[config.mk]
export PLATFORM = sky130hd
export DESIGN_NAME = sram_8x64_arbiter_flat
export DESIGN_NICKNAME = d
export VERILOG_FILES = /design/src/rtl/sram_arb_pkg.sv /design/src/rtl/sram_8x64_arbiter_if.sv /design/src/rtl/sram_8x64_arbiter_rr_arbiter.sv /design/src/rtl/sram_8x64_arbiter.sv /design/src/flat_wrapper.sv
export SDC_FILE = /design/constraint.sdc
export NUM_CORES = 1
export LEC_CHECK = 0
export ABC_AREA = 1
export CORE_ASPECT_RATIO = 1.2
export CORE_MARGIN = 8
export CORE_UTILIZATION = 19
export DETAILED_ROUTE_END_ITERATION = 10
export PLACE_DENSITY = 0.8
export SYNTH_ARGS = -nofsm -noshare
export SYNTH_HDL_FRONTEND = slang
export SYNTH_SLANG_ARGS = --single-unit
[constraint.sdc]
create_clock -name clk -period 0.8 [get_ports clk]
set_clock_uncertainty 0.05 [all_clocks]
set_input_delay 0.08 -clock clk [delete_from_list [all_inputs] [get_ports clk]]
set_output_delay 0.08 -clock clk [all_outputs]
set_load 0.01 [all_outputs]
[src/rtl/sram_arb_pkg.sv]
// Shared types, default widths and width helpers for the SRAM arbiter slice.
package sram_arb_pkg;

    typedef enum logic [0:0] {
        ST_INIT = 1'b0,
        ST_RUN  = 1'b1
    } arb_state_e;

    localparam int DEF_NUM_REQ    = 2;
    localparam int DEF_BITS       = 8;
    localparam int DEF_WORD_DEPTH = 64;

    function automatic int clog2(input int value);
        int r;
        r = 0;
        while ((1 << r) < value) r++;
        return r;
    endfunction

    // Index width that stays at least one bit for single-entry vectors.
    function automatic int idx_width(input int n);
        return (n < 2) ? 1 : clog2(n);
    endfunction

endpackage

[src/rtl/sram_8x64_arbiter_if.sv]
// Client-side request/response bus plus SRAM macro pins; directions named from the arbiter's view.
interface sram_8x64_arbiter_if
    import sram_arb_pkg::*;
#(
    parameter int NUM_REQ    = DEF_NUM_REQ,
    parameter int BITS       = DEF_BITS,
    parameter int ADDR_WIDTH = clog2(DEF_WORD_DEPTH)
);
    logic [NUM_REQ-1:0]            req_valid_i;
    logic [NUM_REQ-1:0]            req_ready_o;
    logic [NUM_REQ-1:0]            req_we_i;
    logic [NUM_REQ*ADDR_WIDTH-1:0] req_addr_i;
    logic [NUM_REQ*BITS-1:0]       req_data_i;
    logic [NUM_REQ*BITS-1:0]       req_mask_i;
    logic [NUM_REQ-1:0]            rsp_valid_o;
    logic [BITS-1:0]               rsp_data_o;
    logic                          init_done_o;
    logic                          sram_ce_o;
    logic                          sram_we_o;
    logic [ADDR_WIDTH-1:0]         sram_addr_o;
    logic [BITS-1:0]               sram_wd_o;
    logic [BITS-1:0]               sram_mask_o;
    logic [BITS-1:0]               sram_rd_i;

    modport slave (
        input  req_valid_i, req_we_i, req_addr_i, req_data_i, req_mask_i, sram_rd_i,
        output req_ready_o, rsp_valid_o, rsp_data_o, init_done_o,
               sram_ce_o, sram_we_o, sram_addr_o, sram_wd_o, sram_mask_o
    );

    modport master (
        output req_valid_i, req_we_i, req_addr_i, req_data_i, req_mask_i, sram_rd_i,
        input  req_ready_o, rsp_valid_o, rsp_data_o, init_done_o,
               sram_ce_o, sram_we_o, sram_addr_o, sram_wd_o, sram_mask_o
    );

endinterface

[src/rtl/sram_8x64_arbiter_rr_arbiter.sv]
// Round-robin one-hot arbiter; the pointer moves to the winner only when advance is strobed.
module rr_arbiter
    import sram_arb_pkg::*;
#(
    parameter int NUM_REQ = DEF_NUM_REQ
) (
    input  logic               clk,
    input  logic               reset,
    input  logic [NUM_REQ-1:0] req_i,
    input  logic               adv_i,
    output logic [NUM_REQ-1:0] gnt_o
);
    localparam int IDX_W = idx_width(NUM_REQ);

    logic [IDX_W-1:0] last_q, last_d;
    logic [IDX_W-1:0] win_idx;
    logic             found;

    // Search starts one past the last winner and wraps.
    always_comb begin
        gnt_o   = '0;
        win_idx = last_q;
        found   = 1'b0;
        for (int i = 0; i < NUM_REQ; i++) begin
            int k;
            k = int'(last_q) + 1 + i;
            if (k >= NUM_REQ) k = k - NUM_REQ;
            if (!found && req_i[k]) begin
                gnt_o[k] = 1'b1;
                win_idx  = IDX_W'(k);
                found    = 1'b1;
            end
        end
        last_d = (adv_i && found) ? win_idx : last_q;
    end

    always_ff @(posedge clk) begin
        if (reset) last_q <= IDX_W'(NUM_REQ - 1);
        else       last_q <= last_d;
    end

endmodule

[src/rtl/sram_8x64_arbiter.sv]
// Round-robin sharing of one 8x64 single-port SRAM macro; define SRAM_ARB_INIT_CLEAR_EN
// to have INIT sweep the whole array to zero before traffic is accepted.
module sram_8x64_arbiter
    import sram_arb_pkg::*;
#(
    parameter int NUM_REQ    = DEF_NUM_REQ,
    parameter int BITS       = DEF_BITS,
    parameter int WORD_DEPTH = DEF_WORD_DEPTH,
    parameter int ADDR_WIDTH = clog2(WORD_DEPTH)
) (
    input  logic                clk,
    input  logic                reset,
    sram_8x64_arbiter_if.slave  bus
);
    arb_state_e            state_q, state_d;
    logic [NUM_REQ-1:0]    req_vld;
    logic [NUM_REQ-1:0]    gnt;
    logic                  accept;
    logic                  win_we;
    logic [ADDR_WIDTH-1:0] win_addr;
    logic [BITS-1:0]       win_wd;
    logic [BITS-1:0]       win_mask;
    logic [NUM_REQ-1:0]    gnt_p1_q;
    logic                  vld_p1_q;

`ifdef SRAM_ARB_INIT_CLEAR_EN
    localparam int CNT_W = clog2(WORD_DEPTH + 1);
    logic [CNT_W-1:0] cnt_q, cnt_d;
`endif

    assign req_vld = (state_q == ST_RUN) ? bus.req_valid_i : '0;

    rr_arbiter #(.NUM_REQ(NUM_REQ)) u_rr (
        .clk   (clk),
        .reset (reset),
        .req_i (req_vld),
        .adv_i (accept),
        .gnt_o (gnt)
    );

    assign accept          = |gnt;
    assign bus.req_ready_o = gnt;

    always_comb begin
        win_we   = 1'b0;
        win_addr = '0;
        win_wd   = '0;
        win_mask = '0;
        for (int r = 0; r < NUM_REQ; r++) begin
            if (gnt[r]) begin
                win_we   = bus.req_we_i[r];
                win_addr = bus.req_addr_i[r*ADDR_WIDTH +: ADDR_WIDTH];
                win_wd   = bus.req_data_i[r*BITS +: BITS];
                win_mask = bus.req_mask_i[r*BITS +: BITS];
            end
        end
    end

    always_comb begin
        state_d         = state_q;
        bus.init_done_o = 1'b0;
        bus.sram_ce_o   = 1'b0;
        bus.sram_we_o   = 1'b0;
        bus.sram_addr_o = '0;
        bus.sram_wd_o   = '0;
        bus.sram_mask_o = '0;
`ifdef SRAM_ARB_INIT_CLEAR_EN
        cnt_d           = cnt_q;
`endif
        case (state_q)
            ST_INIT: begin
`ifdef SRAM_ARB_INIT_CLEAR_EN
                // Count 0 is a quiet lead-in cycle; counts 1..WORD_DEPTH clear address count-1.
                if (cnt_q != '0) begin
                    bus.sram_ce_o   = 1'b1;
                    bus.sram_we_o   = 1'b1;
                    bus.sram_addr_o = ADDR_WIDTH'(cnt_q - CNT_W'(1));
                    bus.sram_mask_o = '1;
                end
                if (cnt_q == CNT_W'(WORD_DEPTH)) state_d = ST_RUN;
                else                             cnt_d   = cnt_q + CNT_W'(1);
`else
                state_d = ST_RUN;
`endif
            end
            ST_RUN: begin
                bus.init_done_o = 1'b1;
                if (accept) begin
                    bus.sram_ce_o   = 1'b1;
                    bus.sram_we_o   = win_we;
                    bus.sram_addr_o = win_addr;
                    bus.sram_wd_o   = win_wd;
                    bus.sram_mask_o = win_mask;
                end
            end
            default: state_d = ST_INIT;
        endcase
    end

    // Stage p1: macro read data arrives the cycle after the accept.
    always_ff @(posedge clk) begin
        if (reset) begin
            state_q  <= ST_INIT;
            gnt_p1_q <= '0;
            vld_p1_q <= 1'b0;
`ifdef SRAM_ARB_INIT_CLEAR_EN
            cnt_q    <= '0;
`endif
        end else begin
            state_q  <= state_d;
            gnt_p1_q <= gnt;
            vld_p1_q <= accept & ~win_we;
`ifdef SRAM_ARB_INIT_CLEAR_EN
            cnt_q    <= cnt_d;
`endif
        end
    end

    assign bus.rsp_valid_o = vld_p1_q ? gnt_p1_q : '0;
    assign bus.rsp_data_o  = vld_p1_q ? bus.sram_rd_i : '0;

endmodule

[src/flat_wrapper.sv]
// flat-port wrapper written by rule: the top's interface ports become plain ports
module sram_8x64_arbiter_flat import sram_arb_pkg::*;
#(
    parameter int NUM_REQ    = DEF_NUM_REQ,
    parameter int BITS       = DEF_BITS,
    parameter int WORD_DEPTH = DEF_WORD_DEPTH,
    parameter int ADDR_WIDTH = clog2(WORD_DEPTH)
)
  (clk, reset, bus_req_valid_i, bus_req_we_i, bus_req_addr_i, bus_req_data_i, bus_req_mask_i, bus_sram_rd_i, bus_req_ready_o, bus_rsp_valid_o, bus_rsp_data_o, bus_init_done_o, bus_sram_ce_o, bus_sram_we_o, bus_sram_addr_o, bus_sram_wd_o, bus_sram_mask_o);
  sram_8x64_arbiter_if #(.NUM_REQ(NUM_REQ), .BITS(BITS), .ADDR_WIDTH(ADDR_WIDTH)) bus_i ();
  input  logic clk;
  input  logic reset;
  input wire logic [$bits(bus_i.req_valid_i)-1:0] bus_req_valid_i;
  input wire logic [$bits(bus_i.req_we_i)-1:0] bus_req_we_i;
  input wire logic [$bits(bus_i.req_addr_i)-1:0] bus_req_addr_i;
  input wire logic [$bits(bus_i.req_data_i)-1:0] bus_req_data_i;
  input wire logic [$bits(bus_i.req_mask_i)-1:0] bus_req_mask_i;
  input wire logic [$bits(bus_i.sram_rd_i)-1:0] bus_sram_rd_i;
  output wire logic [$bits(bus_i.req_ready_o)-1:0] bus_req_ready_o;
  output wire logic [$bits(bus_i.rsp_valid_o)-1:0] bus_rsp_valid_o;
  output wire logic [$bits(bus_i.rsp_data_o)-1:0] bus_rsp_data_o;
  output wire logic [$bits(bus_i.init_done_o)-1:0] bus_init_done_o;
  output wire logic [$bits(bus_i.sram_ce_o)-1:0] bus_sram_ce_o;
  output wire logic [$bits(bus_i.sram_we_o)-1:0] bus_sram_we_o;
  output wire logic [$bits(bus_i.sram_addr_o)-1:0] bus_sram_addr_o;
  output wire logic [$bits(bus_i.sram_wd_o)-1:0] bus_sram_wd_o;
  output wire logic [$bits(bus_i.sram_mask_o)-1:0] bus_sram_mask_o;
  assign bus_i.req_valid_i = bus_req_valid_i;
  assign bus_i.req_we_i = bus_req_we_i;
  assign bus_i.req_addr_i = bus_req_addr_i;
  assign bus_i.req_data_i = bus_req_data_i;
  assign bus_i.req_mask_i = bus_req_mask_i;
  assign bus_i.sram_rd_i = bus_sram_rd_i;
  assign bus_req_ready_o = bus_i.req_ready_o;
  assign bus_rsp_valid_o = bus_i.rsp_valid_o;
  assign bus_rsp_data_o = bus_i.rsp_data_o;
  assign bus_init_done_o = bus_i.init_done_o;
  assign bus_sram_ce_o = bus_i.sram_ce_o;
  assign bus_sram_we_o = bus_i.sram_we_o;
  assign bus_sram_addr_o = bus_i.sram_addr_o;
  assign bus_sram_wd_o = bus_i.sram_wd_o;
  assign bus_sram_mask_o = bus_i.sram_mask_o;
  sram_8x64_arbiter #(.NUM_REQ(NUM_REQ), .BITS(BITS), .WORD_DEPTH(WORD_DEPTH), .ADDR_WIDTH(ADDR_WIDTH)) u_core (.clk(clk), .reset(reset), .bus(bus_i));
endmodule
==> qor.yml <==
outcome:
  outcome: "complete, but fails checks"
  violations: "negative setup slack"
grt:
  grt_max_degree: 7
  overflow: 0
  grt_pass1_wl_mm: 5.26
  antenna_found_initial: 0
  grt_util_all_layers: 0.131
  first_global_vias: 1099
floorplanning:
  start_util: 0.192
  ioPinCount: 95
  fp.dieW_um: 66.1
  rows: 22
  die-area_mm2: 0.00503
  coreArea_mm2: 0.00297
  dieHeight_um: 76.1
detailed_routing:
  drt-pass1-iter-count: 4
  vias_per_cell: 4.11
  drt_iter0_markers: 26
  vias: 1117
  postRouteAntennaNets: 0
  wl_per_cell_um: 13.1
  drc_errors: 0
  drt_wl_total_mm: 3.56
yosys:
  synthMuxAreaShare: 0
  synth_xor_area_frac: 0
  syn_area_um2: 572
  synth_top_area_cell: "nand2_1"
  synth-seq-cells: 5
  synth-compound-area-share: 0.0175
  yosys.area_share.simple: 0.604
  synthTopCellsByArea: "nand2_1 (54%), dfxtp_1 (18%), inv_1 (7.2%)"
  synth_adder_area_share: 0
  syn_area_per_cell_um2: 4.85
  syn-num-nets: 176
  synth_top_area_share: 0.545
  ys_types: 13
  synth_top_family_by_area: "simple AND/OR/NAND/NOR gates"
  synth.yosys.seq_area_share: 0.175
  yosys_warnings: 0
  syn_inst: 118
timing:
  worst_slack_ns: -0.608
  worstMarginPinSlew_ns: 0.234
  hold_ws_ns: 0.359
  final_max_slew_viol_count: 0
  fin_setup_tns_ns: -17.42
  rsz0062_at_grt: "yes"
  finalSetupViolCount: 41
  fmax_mhz: 710
  slew_headroom: 0.844
  fin_crit_sh: 1.76
  hold_viol: 0
  layout_min_cycle_time_ns: 1.41
power_and_ir_drop:
  pwr-share-comb: 0.641
  p_int_w: 0.00106
  p_leak_nw: 1.06
  seqPwrFrac: 0.176
  irDropWorstVdd_uv: 594
  powerDensity_mw_per_mm2: 775
  p_sw_frac: 0.324
  p_clk_frac: 0.183
  switchingPower_w: 0.000508
worst_setup_path:
  critPathMaxFanout: 3
  cp_data_required_time_ns: 0.67
  worstRegToRegCells: 6
  rr_endpoint: "u_core.vld_p1_q"
  crit_path_end_kind: "output port"
  crit_path_start_kind: "flop"
  cp_data_arrival_time_ns: 1.28
  reg2reg_slack_ns: -0.14
  r2r_start: "u_core.state_q"
  worstSetupPathType: "reg2out"
finish:
  diodes: 0
  fin_cells: 272
  drive_above_1_share: 0.593
  final_nets: 295
  utilization: 0.681
  syn2layout_area_growth_pct: 254
  num-fill-cells: 250
clocking:
  tritoncts: "done"
  clockBufferDepth: 2
  clk_pin_slew_ns: 0.04
  cts.sinks: 5
  cts-root-buf: "clkbuf_4"
  clock_latency_ns: 0.24
  h-tree-depth: 1
  ctsHoldBuffers: 0
  cts-buffers-inserted: 3
worst_hold_path:
  holdCritPathClass: "in2reg"
  hp-start: "bus_req_valid_i[0]"
  hold_depth: 5
  whs_endpoint: "u_core.vld_p1_q"
placed_design:
  dp_slack_ns: -1.02
  dpl.hpwl_mm: 2.39
  dp.cells: 247
  port_buffers: 94
  place.gp.congestion: 0.730
job:
  drv_cap: 0
[flip-flops by register name, indices dropped and copies added, names as in the netlist]
name / cells
u_core.gnt_p1_q: 2
u_core.state_q: 1
u_core.u_rr.last_q: 1
u_core.vld_p1_q: 1
[layout by cell type, fill, tap and decap left out, types with 2 or more instances in the layout]
cell type	instances
buf_2	3
buf_4	8
buf_6	45
clkbuf_4	3
clkdlybuf4s50_1	55
dfxtp_1	2
dfxtp_2	2
dlygate4sd2_1	2
inv_1	3
inv_2	9
inv_4	3
inv_8	4
nand2_1	28
nand2_2	48
nand2_4	9
nor2_1	2
[layout make-up]
class | count | area [µm²] | area share
repair inverters | 5 | 47.5 | 0.0235
multi-input cells | 92 | 546 | 0.269
flip-flops and latches | 5 | 106 | 0.0525
well taps | 36 | 45.0 | 0.0222
inverters | 16 | 85.1 | 0.0420
repair buffers | 114 | 1170 | 0.578
clock buffers | 4 | 26.3 | 0.0130
[stage by stage]
step / cell area, µm² / total power, W
after floorplan: 644 / 0.000530
after CTS: 1850 / 0.00149
after detailed placement: 1610 / 0.00104
after global routing: 2030 / 0.00167
after global placement: 1610 / 0.00104
final: 2030 / 0.00157
[Yosys cell counts]
| cell type | count |
|---|---|
| nand2_1 | 83 |
| inv_1 | 11 |
| dfxtp_1 | 5 |
| buf_6 | 3 |
| inv_2 | 3 |
| nor2_1 | 3 |
| inv_4 | 2 |
| nand2_2 | 2 |
| nand3_1 | 2 |
| a21oi_1 | 1 |
| clkbuf_1 | 1 |
| clkbuf_8 | 1 |
| o21ai_0 | 1 |
[per-layer routing]
metal	track usage	wire length (µm)	up-vias
li1	-	-	579
met1	0.126	1190	482
met2	0.241	1970	52
met3	0.0544	337	4
met4	0.0343	57	0
met5	0	0	-
[power groups by stage]
stage	clock network [W]	registers, W	logic [W]
4_1_cts	0.000298	0.000272	0.000916
5_1_grt	0.000324	0.000277	0.00107
2_1_floorplan	0	0.000274	0.000256
6_report	0.000287	0.000276	0.00101
3_5_place_dp	0	0.000274	0.000767
3_3_place_gp	0	0.000274	0.000763
[logic make-up after synthesis]
logic type,count (synthesis)
buf+inv,21
compound gates,2
flops,5
simple gates,90
[what timing repair did]
| action | CTS | global route |
|---|---|---|
| cloned | 5 | 0 |
| setup buffers | 16 | 1 |
| pin swaps | 5 | 9 |
| setup endpoints to repair | 39 | 41 |
| resized for setup | 209 | 51 |
[critical path, stage by stage (launching register included)]
cell	delay, ns
dfxtp_4	0.36
nand2_4	0.08
inv_4	0.04
nand2_4	0.08
clkinvlp_4	0.13
buf_6	0.14
nand2_2	0.05
nand2_2	0.05
buf_6	0.11
[worst max-delay path by stage]
stage	start	to	slack [ns]	cells after the start
floorplan	u_core.state_q	bus_sram_addr_o[0]	-0.19	7
global placement	bus_req_valid_i[0]	bus_sram_addr_o[5]	-1.02	8
detailed placement	bus_req_valid_i[1]	bus_sram_addr_o[4]	-1.02	8
CTS	u_core.state_q	bus_sram_wd_o[0]	-0.60	9
global route	u_core.state_q	bus_sram_mask_o[1]	-0.67	8
finish	u_core.state_q	bus_sram_mask_o[6]	-0.61	8
No activity file was read; power rests on OpenSTA's default activity.
